==> config.mk <==
export PLATFORM = sky130hd
export DESIGN_NAME = pc_gen
export DESIGN_NICKNAME = d
export VERILOG_FILES = /design/src/rtl/pc_gen.sv
export SDC_FILE = /design/constraint.sdc
export NUM_CORES = 1
export LEC_CHECK = 0
export ABC_AREA = 1
export BUFFER_PORTS_ARGS = -buffer_cell sky130_fd_sc_hd__buf_4
export CORE_MARGIN = 5
export CORE_UTILIZATION = 45
export CTS_CLUSTER_SIZE = 16
export DETAILED_ROUTE_END_ITERATION = 6
export GPL_ROUTABILITY_DRIVEN = 0
export PLACE_DENSITY = 0.66
export SYNTH_ARGS = -nofsm -noshare
export SYNTH_HDL_FRONTEND = slang
export SYNTH_SLANG_ARGS = --single-unit
==> constraint.sdc <==
create_clock -name clk -period 10.3 [get_ports clk]
set_input_delay 0.515 -clock clk [delete_from_list [all_inputs] [get_ports clk]]
set_output_delay 0.515 -clock clk [all_outputs]
set_load 0.02 [all_outputs]
==> src/rtl/pc_gen.sv <==
// Fetch-stage program counter: selects the next PC from pc+4, a PC-relative
// target, an ALU target or a circular return-address stack, with alignment checking.
module pc_gen #(
   parameter int               XLEN      = 32,
   parameter logic [XLEN-1:0]  RESET_VEC = '0,
   parameter int               RAS_DEPTH = 4
) (
   input  logic            clk,
   input  logic            rst,
   input  logic            stall,
   input  logic            jump,
   input  logic [1:0]      jump_sel,
   input  logic [XLEN-1:0] pc_imm,
   input  logic [XLEN-1:0] alu_out,
   input  logic            ras_push,
   output logic [XLEN-1:0] pc,
   output logic [XLEN-1:0] pc4,
   output logic            misalign_err,
   output logic            ras_empty,
   output logic            ras_full
);

   localparam int PW = $clog2(RAS_DEPTH);
   localparam int CW = $clog2(RAS_DEPTH + 1);

   localparam logic [1:0] SEL_PC4 = 2'd0;
   localparam logic [1:0] SEL_IMM = 2'd1;
   localparam logic [1:0] SEL_ALU = 2'd2;
   localparam logic [1:0] SEL_RAS = 2'd3;

   logic [XLEN-1:0] pc_q, pc_d;
   logic            err_q, err_d;
   logic [PW-1:0]   top_q, top_d;
   logic [CW-1:0]   cnt_q, cnt_d;
   logic [XLEN-1:0] ras_q [RAS_DEPTH];

   logic [XLEN-1:0] pc4_w;
   logic [XLEN-1:0] target;
   logic            misalign;
   logic            ras_nonempty;
   logic            pop_en;
   logic            push_en;
   logic [PW-1:0]   wr_idx;

   assign pc4_w        = pc_q + XLEN'(4);
   assign ras_nonempty = (cnt_q != '0);

   // Target mux; an empty-stack pop degrades to the sequential successor.
   always_comb begin
      target = pc4_w;
      unique case (jump_sel)
         SEL_PC4: target = pc4_w;
         SEL_IMM: target = pc_imm;
         SEL_ALU: target = alu_out & ~XLEN'(1);
         SEL_RAS: target = ras_nonempty ? ras_q[top_q] : pc4_w;
         default: target = pc4_w;
      endcase
   end

   assign misalign = (target[1:0] != 2'b00);
   assign pop_en   = !stall && jump && (jump_sel == SEL_RAS) && ras_nonempty;
   assign push_en  = !stall && ras_push;

   always_comb begin
      pc_d  = pc_q;
      err_d = 1'b0;
      if (!stall) begin
         if (!jump) begin
            pc_d = pc4_w;
         end else if (misalign) begin
            err_d = 1'b1;
         end else begin
            pc_d = target;
         end
      end
   end

   // Pop+push in one cycle replaces the top slot in place.
   always_comb begin
      top_d  = top_q;
      cnt_d  = cnt_q;
      wr_idx = top_q + PW'(1);
      if (pop_en && push_en) begin
         wr_idx = top_q;
      end else if (pop_en) begin
         top_d = top_q - PW'(1);
         cnt_d = cnt_q - CW'(1);
      end else if (push_en) begin
         top_d = top_q + PW'(1);
         if (cnt_q != CW'(RAS_DEPTH)) begin
            cnt_d = cnt_q + CW'(1);
         end
      end
   end

   always_ff @(posedge clk or negedge rst) begin
      if (!rst) begin
         pc_q  <= RESET_VEC;
         err_q <= 1'b0;
         top_q <= '0;
         cnt_q <= '0;
      end else begin
         pc_q  <= pc_d;
         err_q <= err_d;
         top_q <= top_d;
         cnt_q <= cnt_d;
      end
   end

   // Stack data needs no reset; validity is tracked by cnt_q.
   always_ff @(posedge clk) begin
      if (push_en) begin
         ras_q[wr_idx] <= pc4_w;
      end
   end

   assign pc           = pc_q;
   assign pc4          = pc4_w;
   assign misalign_err = err_q;
   assign ras_empty    = (cnt_q == '0);
   assign ras_full     = (cnt_q == CW'(RAS_DEPTH));

endmodule

==> results.py <==
metrics = {
    "sta": {
        "layout_worst_path_cycle_share_pct": 39.3,
        "setup_repair_after_global_routing_missed_its_margin": "false",
        "maxClockFrequency_ghz": 0.247,
        "layout_min_cycle_time_ns": 4.05,
        "worst_hold_slack_ns": 0.0811,
        "maxSlewHeadroom_pct": 29.9,
        "setup_viol": 0,
        "timing_worst_slew_pin_value_ns": 1.05,
        "final_max_slew_viol_count": 0,
        "maximum_clock_skew_at_final_layout_ns": 0.0113,
        "setup_total_negative_slack_ns": 0,
        "final_hold_viol_count": 0,
    },
    "power": {
        "design_power_total_mw": 2.74,
        "power.leakage_nw": 4.41,
        "vdd_drop_max_mv": 0.130,
        "power.density_cell_area_nw_per_um2": 270,
    },
    "detailed_routing": {
        "via_count": 7070,
        "firstDrtPassIters": 5,
        "route.detailed.drc": 0,
        "dr.first_iter.drc_count": 630,
        "final_ant_viol_nets": 0,
        "via_per_inst": 5.37,
        "routed_wl_um": 23800,
        "routed_wire_length_per_instance_um": 18.1,
    },
    "cells_and_area": {
        "final_nets": 1150,
        "final_layout_size_suffix_gt1_share_pct": 18.1,
        "final_cell_area_um2": 10100,
        "layout-area-overhead-vs-synth_pct": 21.8,
        "leading_cell_types_in_the_layout_fill_and_taps_excluded": "sky130_fd_sc_hd__nand2_1, sky130_fd_sc_hd__buf_4, sky130_fd_sc_hd__edfxtp_1, sky130_fd_sc_hd__nand3_1, sky130_fd_sc_hd__inv_1",
        "antenna-diode-count": 0,
        "final_common_cell": "sky130_fd_sc_hd__nand2_1",
        "final-instance-count-excl-fill": 1316,
    },
    "clocking": {
        "cts_max_path_buffers": 2,
        "path_clk_slew_ns": 0.07,
        "cts.htree.levels": 4,
        "postCtsSetupBuffers": 0,
        "tritoncts": "done",
        "cts_root_buffer": "sky130_fd_sc_hd__clkbuf_16",
        "postCtsResizedCells": 0,
        "postCtsHoldBufs": 0,
        "numCtsBuffers": 17,
        "clock_sinks": 166,
        "clock_insertion_delay_worst_skew_ns": 0.44,
    },
    "placed_design": {
        "place.port_buffers": 136,
        "post_dp_cell_area_um2": 9520,
        "numPlacedInstances": 1285,
        "post_detailed_placement_half_perimeter_wirelength_um": 16100,
    },
    "logic_synthesis": {
        "syn-instance-count": 951,
        "synth_edf_count": 128,
        "netlist_area_before_placement_um2": 8320,
        "synth_top_flop_cell": "sky130_fd_sc_hd__edfxtp_1",
        "ys_seq_elements": 166,
        "syn_nets": 1026,
        "synth-warning-count": 0,
        "post_synth_arst_share_pct": 22.9,
        "synth_cell_types": 37,
        "sequential_area_share_after_synthesis_pct": 57.6,
        "syn_avg_cell_area_um2": 8.75,
    },
    "outcome": {
        "result_of_the_run": "finished clean",
    },
    "floorplanning": {
        "fp.coreArea_um2": 18100,
        "fp.dieH_um": 146,
        "floorplan.die_area_um2": 21300,
        "floorplan.rows": 49,
        "floorplan.initialDensity_pct": 46.0,
        "design.portCount": 138,
        "chipWidth_um": 146,
    },
    "worst_setup_path": {
        "arrival_ns": 4.16,
        "cpPeakStageDelay_ns": 0.82,
        "cp_max_fo": 28,
        "critical-path-top-cell-by-count": "sky130_fd_sc_hd__nor2_2",
        "crit_path_end_kind": "flop",
        "slowest_stage": "sky130_fd_sc_hd__a21oi_4",
        "crit_path_cell_trace": "nor2_2 > a21oi_4 > nand3_2 > clkinv_1 > ha_1 > xor2_1 > or2_2 > nor2_2 > buf_4",
        "timing.critical_path.from_type": "flop",
        "timing.critical_path.required_ns": 10.41,
        "critical_path_class": "flop to flop",
    },
    "global_routing": {
        "grt_pass1_vias": 6692,
        "globalRouteTotalUtil_pct": 22.6,
        "globalRouteOverflowTotal": 0,
        "grt_first_pass_wirelength_um": 37500,
        "antenna_found_initial": 0,
        "pin_count_of_the_biggest_net_entering_global_routing": 62,
    },
    "run": {
        "max-cap-violations": 0,
    },
    "hold_path": {
        "holdCritPathClass": "primary input to async pin",
    },
}
[sequential cells by signal, summed over array words and instances, names as in the netlist]
| register | cells |
|---|---|
| misalign_err | 1 |
| top_q | 2 |
| cnt_q | 3 |
| pc | 32 |
| ras_q | 128 |
[power by group]
group          internal (mW)  switching, mW
registers              0.914          0.110
logic                  0.341          0.699
clock network          0.408          0.269
[cell families after synthesis]
kind of cell             count (synthesis)  share of synthesized area [%]
adder cells (fa/ha/maj)                  4                          0.692
flip-flops                             166                           57.6
XOR/XNOR                                18                           1.89
AO/OA/AOI/OAI                           83                           5.80
buffers and inverters                  115                           5.74
AND/OR/NAND/NOR                        565                           28.3
[final timing paths]
check | cells after the start | endpoint | slack [ns] | start
min in group clk | 2 | misalign_err$_DFF_PN0_ | 0.27 | stall
max | 9 | ras_q[3][20]$_DFFE_PP_ | 6.25 | cnt_q[1]$_DFFE_PN0P_
min reg2reg | 2 | cnt_q[2]$_DFFE_PN0P_ | 0.49 | cnt_q[2]$_DFFE_PN0P_
max reg2reg | 9 | ras_q[3][20]$_DFFE_PP_ | 6.25 | cnt_q[1]$_DFFE_PN0P_
min | 1 | pc[1]$_DFFE_PN0P_ | 0.08 | rst
max in group asynchronous | 1 | pc[4]$_DFFE_PN0P_ | 9.82 | rst
[per-stage QoR]
stage | worst slack, ns | util, %
finish | 6.25 | 56.1
global route | 5.99 | 56.1
CTS | 6.22 | 56.1
detailed placement | 6.06 | 52.6
global placement | 6.11 | 52.6
floorplan | 6.88 | -
[area by class of cell]
class | count | area, um2
flip-flops and latches | 166 | 4790
multi-input cells | 670 | 3060
inverters | 73 | 274
repair buffers | 147 | 1100
clock inverters | 13 | 193
clock buffers | 18 | 429
fillers | 1620 | 7950
well taps | 229 | 287
[worst max-delay path: cells and delay by family, from the launching register on]
kind,cells,cell delay [ns]
simple gates,4,1.53
xor+xnor,1,0.09
flops,1,0.42
buf+inv,2,0.63
fa+ha+maj,1,0.21
compound gates,1,0.82
[Yosys cell counts, types with 4 or more instances]
cell	instances	area share (%)
sky130_fd_sc_hd__nor3_1	5	0.30
sky130_fd_sc_hd__nor2_1	73	3.3
sky130_fd_sc_hd__clkbuf_1	9	0.41
sky130_fd_sc_hd__or2_2	7	0.53
sky130_fd_sc_hd__a22o_1	5	0.53
sky130_fd_sc_hd__buf_4	4	0.36
sky130_fd_sc_hd__edfxtp_1	128	46
sky130_fd_sc_hd__inv_1	70	3.2
sky130_fd_sc_hd__and2_1	7	0.53
sky130_fd_sc_hd__xnor2_1	7	0.74
sky130_fd_sc_hd__a21oi_1	4	0.24
sky130_fd_sc_hd__o21ai_0	43	2.6
sky130_fd_sc_hd__o21ai_1	8	0.48
sky130_fd_sc_hd__o211ai_1	4	0.36
sky130_fd_sc_hd__dfrtp_1	38	11
sky130_fd_sc_hd__nand3_1	94	5.7
sky130_fd_sc_hd__buf_1	4	0.18
sky130_fd_sc_hd__nand4_1	14	1.1
sky130_fd_sc_hd__xor2_1	11	1.2
sky130_fd_sc_hd__nand2_1	355	16
sky130_fd_sc_hd__buf_2	25	1.5
sky130_fd_sc_hd__o22ai_1	13	0.98
[per-layer routing]
metal  GRT usage (%)  vias to the layer above  wire length [um]
met2            36.7                      273             11200
met5               0                        -                 0
li1                -                     3397                 -
met1            31.2                     3373             10500
met3            4.61                       27              1730
met4            6.02                        0               367
Power figures use the tool's default switching activity.
